<file path="config.mk">
export PLATFORM = sky130hd
export DESIGN_NAME = adc_ch_avg
export DESIGN_NICKNAME = d
export VERILOG_FILES = /design/src/rtl/adc_ch_avg.sv
export SDC_FILE = /design/constraint.sdc
export NUM_CORES = 1
export LEC_CHECK = 0
export BUFFER_PORTS_ARGS = -buffer_cell sky130_fd_sc_hd__buf_4
export CORE_MARGIN = 2
export CORE_UTILIZATION = 50
export CTS_CLUSTER_SIZE = 10
export DETAILED_ROUTE_END_ITERATION = 10
export HOLD_SLACK_MARGIN = 0.06
export PLACE_DENSITY = 0.66
export RECOVER_POWER = 50
export SLEW_MARGIN = 20
export SYNTH_ARGS = -nofsm -noshare
export SYNTH_HDL_FRONTEND = slang
export SYNTH_SLANG_ARGS = --single-unit
</file>
<file path="constraint.sdc">
create_clock -name clk -period 5.4 [get_ports clk]
set_input_delay 0.54 -clock clk [delete_from_list [all_inputs] [get_ports clk]]
set_output_delay 0.54 -clock clk [all_outputs]
set_load 0.02 [all_outputs]
</file>
<file path="src/rtl/adc_ch_avg.sv">
// Per-channel block averager: sums 2^LOG2_N frames of NCH interleaved ADC samples and streams the averages.
// Optional ADC_CH_AVG_ROUND_EN selects round-half-up instead of floor on the final shift.
module adc_ch_avg #(
  parameter int DATA_W = 16,
  parameter int NCH    = 6,
  parameter int LOG2_N = 3
) (
  input  logic              clk,
  input  logic              rst_l,
  input  logic [DATA_W-1:0] din,
  input  logic              din_vld,
  input  logic [2:0]        din_ch,
  input  logic              sync_clr,
  output logic [DATA_W-1:0] avg_o,
  output logic [2:0]        avg_ch,
  output logic              avg_vld,
  input  logic              avg_rdy,
  output logic              ovf,
  output logic              ch_err
);

  localparam int                ACC_W      = DATA_W + LOG2_N;
  localparam logic [2:0]        LAST_CH    = 3'(NCH - 1);
  localparam logic [LOG2_N-1:0] LAST_FRAME = {LOG2_N{1'b1}};

  typedef enum logic [0:0] {IDLE = 1'b0, DUMP = 1'b1} state_t;

  logic signed [ACC_W-1:0]  acc_r     [NCH];
  logic signed [ACC_W-1:0]  acc_nxt_s [NCH];
  logic        [DATA_W-1:0] res_r     [NCH];
  logic        [LOG2_N-1:0] frame_cnt_r;
  logic        [2:0]        idx_r;
  logic        [2:0]        idx_inc_s;
  state_t                   state_r, state_nxt_s;
  logic signed [ACC_W-1:0]  din_ext_s;
  logic                     ch_bad_s, samp_ok_s, frame_end_s, block_done_s;
  logic                     xfer_s, last_xfer_s;

  // Sum width has LOG2_N bits of headroom, so the optional rounding bias cannot overflow.
  function automatic logic [DATA_W-1:0] avg_of(input logic signed [ACC_W-1:0] sum);
    logic signed [ACC_W-1:0] t;
`ifdef ADC_CH_AVG_ROUND_EN
    t = sum + (ACC_W'(1) << (LOG2_N - 1));
`else
    t = sum;
`endif
    t = t >>> LOG2_N;
    return t[DATA_W-1:0];
  endfunction

  assign din_ext_s    = {{LOG2_N{din[DATA_W-1]}}, din};
  assign ch_bad_s     = din_vld && (din_ch > LAST_CH);
  assign samp_ok_s    = din_vld && !ch_bad_s && !sync_clr;
  assign frame_end_s  = samp_ok_s && (din_ch == LAST_CH);
  assign block_done_s = frame_end_s && (frame_cnt_r == LAST_FRAME);
  assign xfer_s       = avg_vld && avg_rdy;
  assign last_xfer_s  = xfer_s && (idx_r == LAST_CH);
  assign idx_inc_s    = idx_r + 3'd1;

  // Next accumulator values, including the sample arriving this cycle.
  always_comb begin
    for (int i = 0; i < NCH; i++) begin
      acc_nxt_s[i] = acc_r[i];
      if (samp_ok_s && (din_ch == 3'(i))) begin
        acc_nxt_s[i] = acc_r[i] + din_ext_s;
      end else begin
        acc_nxt_s[i] = acc_r[i];
      end
    end
  end

  // Dump FSM next-state logic.
  always_comb begin
    state_nxt_s = state_r;
    case (state_r)
      IDLE: begin
        if (block_done_s) state_nxt_s = DUMP;
        else              state_nxt_s = IDLE;
      end
      DUMP: begin
        if (last_xfer_s) state_nxt_s = IDLE;
        else             state_nxt_s = DUMP;
      end
      default: state_nxt_s = IDLE;
    endcase
  end

  // Dump FSM state register.
  always_ff @(posedge clk) begin
    if (!rst_l) state_r <= IDLE;
    else        state_r <= state_nxt_s;
  end

  // Accumulators and frame counter; a finished block clears them even when its results are dropped.
  always_ff @(posedge clk) begin
    if (!rst_l || sync_clr || block_done_s) begin
      for (int i = 0; i < NCH; i++) acc_r[i] <= {ACC_W{1'b0}};
      frame_cnt_r <= {LOG2_N{1'b0}};
    end else begin
      for (int i = 0; i < NCH; i++) acc_r[i] <= acc_nxt_s[i];
      if (frame_end_s) frame_cnt_r <= frame_cnt_r + {{(LOG2_N-1){1'b0}}, 1'b1};
      else             frame_cnt_r <= frame_cnt_r;
    end
  end

  // Result latch, output word sequencing and status flags.
  always_ff @(posedge clk) begin
    if (!rst_l) begin
      for (int i = 0; i < NCH; i++) res_r[i] <= {DATA_W{1'b0}};
      avg_o   <= {DATA_W{1'b0}};
      avg_ch  <= 3'd0;
      avg_vld <= 1'b0;
      idx_r   <= 3'd0;
      ovf     <= 1'b0;
      ch_err  <= 1'b0;
    end else begin
      ch_err <= ch_bad_s;
      if (block_done_s && (state_r == DUMP)) ovf <= 1'b1;
      if (block_done_s && (state_r == IDLE)) begin
        for (int i = 0; i < NCH; i++) res_r[i] <= avg_of(acc_nxt_s[i]);
        avg_o   <= avg_of(acc_nxt_s[0]);
        avg_ch  <= 3'd0;
        idx_r   <= 3'd0;
        avg_vld <= 1'b1;
      end else if (last_xfer_s) begin
        avg_vld <= 1'b0;
      end else if (xfer_s) begin
        idx_r  <= idx_inc_s;
        avg_o  <= res_r[idx_inc_s];
        avg_ch <= idx_inc_s;
      end
    end
  end

endmodule
</file>
==> impl_metrics.ini, run 1 <==
[run_status]
status = complete, but fails checks
violations = capacitance limit, slew limit

[grt]
antenna_found_initial = 0
grt_pass1_vias = 10800
grt-ovfl-total = 0
grt_use_total_pct = 27.1
grt_first_pass_wirelength_um = 60600
grt_max_degree = 85

[finish]
area_growth_pct = 10.2
finalInstanceArea_sq_mm = 0.0155
num_antenna_cells = 0
nNetsFinal = 1686
drive_gt1_share_pct = 7.03

[pwr]
power.internal_w = 0.00298
power_density_mw_per_mm2 = 256
p_seq_share_pct = 48.0
p_clk_share_pct = 44.1
peakVddDrop_mv = 0.237
power_frac_comb_pct = 7.9
p_sw_share_pct = 24.6
p_sw_w = 0.000973
p_leak_nw = 6.04

[setup_path]
startpoint_type = input pin
path_class = input pin to register
critPathCaptureType = register
r2r_cells = 5
r2r-end = acc_r[5][13]$_SDFF_PP0_
worstReg2RegStart = frame_cnt_r[0]$_SDFFE_PP0N_
crit_end = acc_r[5][13]$_SDFF_PP0_
cp_max_fo = 22
cp_data_arrival_time_ns = 4.47
cp.required_ns = 5.85
ff2ff_setup_slack_ns = 1.60
crit_start = sync_clr

[floorplan]
fp.dieW_um = 172
initial_core_util_pct = 50.6
io_pins = 46
core_sq_mm = 0.0277
dieArea_sq_mm = 0.0294
die_y_um = 172
placementRows = 61

[clock_tree]
cts_max_path_buffers = 3
cts-root-buf = clkbuf_16
clock_sinks = 236
cts_tree = yes
clock_latency_ns = 0.55
cts_hold_buf = 0
post_cts_resized = 0
htree_levels = 1
cts_setup_buffers = 0
cts_made_buffers = 28
clkTransAtPathRegs_ns = 0.06

[synth]
synth-main-ff-cell = dfxtp_1
yosysMostFrequentCell = nor2_1
yosysWarnings = 0
ys_async_sr_fraction_pct = 0
syn_nets = 1665
syn_inst = 1523
postSynthAreaPerCell_sq_um = 9.21
yosysSeqAreaShare_pct = 40.5
synth_common_cells = nor2_1 (221), a21oi_1 (170), dfxtp_1 (140)
synth_seq_cells = 236
synth_cell_types = 69
ys_top_cells_by_area = edfxtp_1 (21%), dfxtp_1 (20%), ha_1 (10%)
synth_edf_count = 96
yosys.area.top_type = edfxtp_1
synth_top_area_share_pct = 20.5
syn_area_sq_mm = 0.0140

[min_path]
min_from = din_ch[1]
min_path_type = input pin to register

[route]
route.detailed.drc = 0
dr.first_iter.drc_count = 1149
vias = 11600
dr.pass1.iters = 5
wl_per_cell_um = 20.4
vias_per_cell = 5.95
antenna_left = 0
drt-total-wl_um = 39600

[timing]
tightestPinTransition_ns = 2.95
fmax_mhz = 249
slew_violations = 23
fin_worst_skew_ns = 0.0256
finalCriticalPeriod_ns = 4.01
holdWs_ns = 0.272
final.setup.tns_ns = 0
fin_crit_sh_pct = 74.3
timing.slew.headroom_pct = -96.6
grt_setup_unrepaired = no
setup_violations = 0
final_hold_viol_count = 0

[placed_design]
dp_hpwl_um = 27700
placed_cell_area_sq_mm = 0.0147
portBuffers = 45
gp_congestion = 0.882

[job]
maxCapViolations = 1
power groups by stage:
stage	clock (W)	combinational, W	sequential, W
global placement	0	0.000305	0.00193
detailed placement	0	0.000309	0.00193
finish	0.00174	0.000313	0.00190
floorplan	0	0.000201	0.00193
global route	0.00181	0.000341	0.00190
CTS	0.00175	0.000311	0.00190
state kept, by name (all words and copies together) (netlist names):
register,cells
ovf,1
state_r,1
acc_r,114
avg_vld,1
idx_r,3
ch_err,1
avg_o,16
res_r,96
frame_cnt_r,3
layer usage:
metal  GRT usage, %  vias up  wire length [um]
met5              0        -                 0
met4           8.88        0              1260
met3           3.34       63              2860
met2           43.7      424             17900
met1           37.9     5470             17600
li1               -     5613                 -
worst min path at each step:
stage / end / slack [ns] / cells past startpoint
floorplan: acc_r[5][11]$_SDFF_PP0_ / 0.44 / 2
global placement: acc_r[5][12]$_SDFF_PP0_ / 0.44 / 2
detailed placement: acc_r[5][11]$_SDFF_PP0_ / 0.45 / 2
CTS: ch_err$_SDFF_PN0_ / 0.26 / 3
global route: ch_err$_SDFF_PN0_ / 0.29 / 3
finish: ch_err$_SDFF_PN0_ / 0.27 / 3
worst max-delay path, stage by stage:
cell      delay, ns
buf_4          0.15
nor2_1         0.08
nand2_1        0.09
nor2_1         0.04
clkbuf_1       0.43
a21oi_1        2.37
nand2_1        0.46
o21ai_0        0.29
per-stage QoR:
| stage | worst slack, ns | power, W | std cells | util (%) |
|---|---|---|---|---|
| 3_5_place_dp | 1.97 | 0.00224 | 1892 | 53.1 |
| 5_1_grt | 1.28 | 0.00405 | 1943 | 55.8 |
| 6_report | 1.39 | 0.00395 | 1943 | 55.8 |
| 3_3_place_gp | 1.99 | 0.00224 | 1892 | 53.1 |
| 4_1_cts | 2.35 | 0.00396 | 1943 | 56.1 |
| 2_1_floorplan | 1.46 | 0.00213 | 1523 | - |
final cells by class:
cell class	count	area, sq um
Fill cell	2513	12300
Inverter	18	67.6
Tap cell	378	473
Clock buffer	48	796
Timing Repair Buffer	62	375
Sequential cell	236	5690
Multi-Input combinational cell	1198	8030
Clock inverter	3	26.3
cells by family after synthesis:
kind of cell               after synthesis  synth area share, %
adders and majority gates              118                 10.8
muxes                                   45                 4.64
xor gates and xnor gates                94                 5.87
buffers and inverters                   89                 2.50
and+or+nand+nor                        493                 15.4
AOI/OAI and AO/OA                      448                 20.2
DFF                                    236                 40.5
cells in the final DEF (no fill, tap or decap), types with 16 or more instances in the layout:
cell type / instances
nand4_1: 18
buf_4: 38
a211oi_1: 65
nand3_1: 32
clkbuf_16: 28
xnor2_1: 52
xor2_1: 41
ha_1: 112
a21o_1: 52
inv_1: 17
mux4_2: 16
o21ai_0: 66
and2_1: 19
edfxtp_1: 96
dfxtp_1: 139
clkbuf_1: 42
nor2_1: 220
mux2i_1: 29
nand2_1: 133
a21oi_1: 170
(Power assumes the default switching activity.)
==> inputs of run 2 (changes only) <==
Settings changed: ABC_AREA set to 1.
Clock period 5.4 ns to 3.9 ns, I/O delays scaled along.
==> run 2 against run 1 <==
  * Cell count is 43% higher
  * Setup slack worse by 0.51 ns
  * Critical path type unchanged
  * Synthesized cell count is 53% higher
  * Largest cell class unchanged
  * Critical endpoint is now acc_r[2][0]$_SDFFE_PP0P_
  * The flow now finishes without violations
  * First-iteration DRC count is 1.2% lower
  * Hold slack worse by 0.19 ns
  * Combinational power is 61% higher
==> impl_metrics.ini, run 2 <==
[grt]
antenna_found_initial = 1
grt-ovfl-total = 0
grt_first_pass_wirelength_um = 74200
grt_max_degree = 61
grt_pass1_vias = 13800
grt_use_total_pct = 28.4

[placed_design]
portBuffers = 45
dp_hpwl_um = 35000
gp_congestion = 0.913
pre_cts_slack_ns = 1.13

[clock_tree]
cts_tree = yes
cts_hold_buf = 0
htree_levels = 1
clkTransAtPathRegs_ns = 0.06
cts_made_buffers = 29
cts-root-buf = clkbuf_16
cts_max_path_buffers = 3
clock_sinks = 236
cts_setup_buffers = 0
post_cts_resized = 0
clock_latency_ns = 0.54

[timing]
timing.slew.headroom_pct = 14.2
fmax_mhz = 331
final_hold_viol_count = 0
grt_setup_unrepaired = no
tightestPinTransition_ns = 1.28
setup_violations = 0
final.setup.tns_ns = 0
slew_violations = 0
fin_crit_sh_pct = 77.4
fin_worst_skew_ns = 0.0152
finalCriticalPeriod_ns = 3.02
holdWs_ns = 0.0794
worst_slack_ns = 0.881

[synth]
synth_edf_count = 96
synth_common_cells = nand2_1 (687), nor2_1 (360), inv_1 (225)
yosysWarnings = 0
yosys.area.top_type = edfxtp_1
ys_top_cells_by_area = edfxtp_1 (18%), dfxtp_1 (18%), nand2_1 (16%)
synth-main-ff-cell = dfxtp_1
yosysMostFrequentCell = nand2_1
synth_top_area_share_pct = 18.1
synth_seq_cells = 236
syn_nets = 2465
yosysSeqAreaShare_pct = 35.6
postSynthAreaPerCell_sq_um = 6.87
synth_cell_types = 42
ys_async_sr_fraction_pct = 0
syn_area_sq_mm = 0.0160
syn_inst = 2323

[floorplan]
fp.dieW_um = 183
io_pins = 46
dieArea_sq_mm = 0.0334
placementRows = 65
die_y_um = 183
initial_core_util_pct = 50.7
core_sq_mm = 0.0315

[pwr]
p_sw_w = 0.00141
peakVddDrop_mv = 0.338
p_clk_share_pct = 45.1
power_density_mw_per_mm2 = 326
p_leak_nw = 8.31
p_seq_share_pct = 46.1
power.internal_w = 0.00429
p_sw_share_pct = 24.8
power_frac_comb_pct = 8.8

[finish]
final_cell_mix = nand2_1 (686), nor2_1 (363), inv_1 (225)
fillers = 3134
drive_gt1_share_pct = 6.05
largest_register_ffs = 114
final_common_cell = nand2_1
area_growth_pct = 9.64
largestRegisters = acc_r x114, res_r x96, avg_o x16
nNetsFinal = 2499
regMostFlops = acc_r
post-route-util_pct = 55.6

[setup_path]
crit_top_cell = nand2_1
startpoint_type = input pin
path_class = input pin to register
cp_max_fo = 43
cpMaxStageDelayCell = clkinvlp_2
cp_data_arrival_time_ns = 3.48
cp.required_ns = 4.36
cpPeakStageDelay_ns = 0.74
path_cells = clkbuf_1 > nand2_1 > nand3_1 > nor2_1 > buf_4 > nand2_1 > nand2_1 > nor2_1 > clkinvlp_2 > buf_4 > a21oi_1
r2r_cells = 7
critPathCaptureType = register

[route]
antenna_left = 0
dr.pass1.iters = 5
drt-total-wl_um = 47300
vias_per_cell = 5.40
vias = 15000
route.detailed.drc = 0
dr.first_iter.drc_count = 1135
wl_per_cell_um = 17.0

[min_path]
min_path_type = input pin to register
whs_path_depth = 3

[run_status]
status = complete, no violations

[job]
maxCapViolations = 0
==> run 2: through the flow <==
stage	power [W]	instance area, sq um	std cells
floorplan	0.00300	16000	2323
global placement	0.00317	16700	2728
detailed placement	0.00318	16700	2728
CTS	0.00574	17600	2781
global route	0.00590	17500	2781
finish	0.00570	17500	2782
==> run 2: metal layers <==
layer / track usage, % / share of wire (%)
met1: 40.2 / 47
met2: 44.6 / 44
met3: 4.73 / 6.4
met4: 8.48 / 3.1
met5: 0 / 0.053
==> run 2: final timing paths <==
| kind | startpoint | to | slack, ns |
|---|---|---|---|
| worst max-delay path | din_ch[2] | acc_r[2][0]$_SDFFE_PP0P_ | 0.88 |
| worst min-delay path | din_vld | ch_err$_SDFF_PN0_ | 0.08 |
| worst max register to register | frame_cnt_r[0]$_SDFFE_PP0N_ | avg_o[9]$_SDFFE_PN0P_ | 1.08 |
| worst min register to register | acc_r[5][0]$_SDFFE_PP0N_ | acc_r[5][0]$_SDFFE_PP0N_ | 0.47 |
==> run 2: power by group through the flow <==
stage | registers, W | logic, W | clock network, W
floorplan | 0.00267 | 0.000331 | 0
global placement | 0.00268 | 0.000496 | 0
detailed placement | 0.00268 | 0.000502 | 0
CTS | 0.00263 | 0.000504 | 0.00261
global route | 0.00263 | 0.000562 | 0.00271
finish | 0.00263 | 0.000503 | 0.00257
==> run 2: worst max-delay path, delay by kind of cell <==
kind	cells	cell delay, ns
AO/OA/AOI/OAI	1	0.19
AND/OR/NAND/NOR	6	0.89
buffers and inverters	4	1.94
==> run 2: kinds of logic (layout without fill, tap and decap cells) <==
family | Yosys count | after routing | synth area share (%)
AOI/OAI and AO/OA | 279 | 279 | 9.64
xor gates and xnor gates | 34 | 34 | 1.87
adders and majority gates | 118 | 118 | 9.53
buffers and inverters | 292 | 348 | 7.29
DFF | 236 | 236 | 35.6
muxes | 13 | 13 | 0.815
other | 0 | 1 | 0
and+or+nand+nor | 1351 | 1351 | 35.2
==> run 2: layout make-up <==
type                            instances  area [sq um]  share of cell area [%]
Multi-Input combinational cell       1795          9130                    52.1
Sequential cell                       236          5690                    32.5
Inverter                              233           876                    5.01
Clock buffer                           48           807                    4.61
Tap cell                              402           503                    2.87
Timing Repair Buffer                   62           420                    2.40
Clock inverter                          5          78.8                   0.450
Antenna cell                            1          2.50                  0.0143
==> inputs of run 3 (changes only) <==
Clock period 3.9 ns to 2.93 ns, I/O delays scaled along.
==> run 3 against run 2 <==
  * Via count up 0.17%
  * Design area up 0.46%
  * Sequential share of layout area is 0.15 points lower
  * Sequential power up 33%
  * Critical path type unchanged
  * Cell count increased by 0.50%
  * Wire length up 2.1%
  * Clock power rose by 28%
  * Critical endpoint is now avg_o[1]$_SDFFE_PN0P_
  * Critical path depth is 1 lower
==> impl_metrics.ini, run 3 (synthesized netlist as in run 2, its figures left out) <==
[floorplan]
fp.dieW_um = 183
core_sq_mm = 0.0315
dieArea_sq_mm = 0.0334
io_pins = 46
placementRows = 65
die_y_um = 183
initial_core_util_pct = 50.7

[timing]
tightestPinTransition_ns = 0.786
fmax_mhz = 395
slew_violations = 0
worst_slack_ns = 0.400
final_hold_viol_count = 0
grt_setup_unrepaired = no
finalCriticalPeriod_ns = 2.53
setup_violations = 0
fin_crit_sh_pct = 86.3
final.setup.tns_ns = 0
timing.slew.headroom_pct = 47.6
fin_worst_skew_ns = 0.0215

[setup_path]
cp_max_fo = 34
cp.required_ns = 3.42
path_cells = dlygate4sd3_1 > clkbuf_1 > nand3_1 > nor2_1 > nand3_1 > nor2_1 > inv_2 > buf_12 > nor2_1 > or2_2
cp_data_arrival_time_ns = 3.02
crit_top_cell = nor2_1
critPathCaptureType = register
r2r_cells = 11
cpMaxStageDelayCell = dlygate4sd3_1
startpoint_type = input pin
path_class = input pin to register
cpPeakStageDelay_ns = 0.52

[route]
vias_per_cell = 5.39
dr.first_iter.drc_count = 1331
antenna_left = 0
vias = 15100
route.detailed.drc = 0
wl_per_cell_um = 17.3
drt-total-wl_um = 48300
dr.pass1.iters = 6

[clock_tree]
htree_levels = 1
cts_max_path_buffers = 3
clkTransAtPathRegs_ns = 0.06
post_cts_resized = 0
cts-root-buf = clkbuf_16
clock_sinks = 236
cts_tree = yes
clock_latency_ns = 0.56
cts_made_buffers = 29

[finish]
multi_input_area_sq_mm = 0.00913
regMostFlops = acc_r
final_common_cell = nand2_1
final_cell_mix = nand2_1 (686), nor2_1 (363), inv_1 (225)
fillers = 3093
largestRegisters = acc_r x114, res_r x96, avg_o x16
nNetsFinal = 2513
area_growth_pct = 10.2
fin_cells = 2796
largest_register_ffs = 114
regArea_sq_mm = 0.00569
drive_gt1_share_pct = 6.35

[grt]
antenna_found_initial = 1
grt_pass1_vias = 14200
grt_first_pass_wirelength_um = 76000
grt_use_total_pct = 29.1
grt-ovfl-total = 0
grt_max_degree = 87

[placed_design]
pre_cts_slack_ns = 0.411
placed_cells = 2738
portBuffers = 45
dp_hpwl_um = 35700
gp_congestion = 0.920

[min_path]
whs_path_depth = 4
min_path_type = input pin to register

[pwr]
power_density_mw_per_mm2 = 424
p_leak_nw = 8.36
peakVddDrop_mv = 0.483
total_power_w = 0.00746

[run_status]
status = complete, no violations

[job]
maxCapViolations = 0
[run 3: cell type report]
class | count | share of cell area (%)
sequential | 236 | 32.3
clock buffer | 48 | 4.65
multi-input combinational | 1795 | 51.9
timing repair buffer | 76 | 3.04
clock inverter | 5 | 0.178
inverter | 233 | 4.98
antenna | 1 | 0.0142
tap | 402 | 2.86
[run 3: critical path, delay by kind of cell]
kind,cells,cell delay (ns)
and+or+nand+nor,6,1.50
buffers and inverters,4,1.22
[run 3: final timing paths]
check,from,end,slack (ns)
worst max-delay path,din_vld,avg_o[1]$_SDFFE_PN0P_,0.40
worst min-delay path,avg_rdy,avg_vld$_SDFFE_PN0P_,0.26
worst max register to register,idx_r[1]$_SDFFE_PP0P_,avg_o[14]$_SDFFE_PN0P_,0.59
worst min register to register,acc_r[4][0]$_SDFFE_PP0P_,acc_r[4][0]$_SDFFE_PP0P_,0.47
[run 3: per-stage QoR]
stage	hold WS, ns	util, %	instance area, sq um
floorplan	0.407	-	16000
CTS	0.231	56.2	17700
detailed placement	0.459	53.4	16800
finish	0.257	55.9	17600
global placement	0.452	53.4	16800
global route	0.260	55.8	17600
[run 3: per-layer routing]
metal	vias to the layer above	global-route usage, %	wire length (um)
li1	7682	-	-
met3	75	4.79	3060
met5	-	0	0
met1	6905	40.1	22300
met2	395	47.5	21700
met4	0	7.45	1270
[run 3: what timing repair did]
item	in CTS	in global routing
setup buffers	0	0
hold endpoints to repair	4	0
hold buffers	4	0
endpoints found under the setup margin	0	0
[run 3: where the power goes]
group / total, W / switching [W] / leakage [nW] / internal (W)
clock: 0.00329 / 0.00141 / 0.408 / 0.00188
combinational: 0.000676 / 0.000471 / 5.83 / 0.000205
sequential: 0.00350 / 0.0000293 / 2.12 / 0.00347
total: 0.00746 / 0.00191 / 8.36 / 0.00556
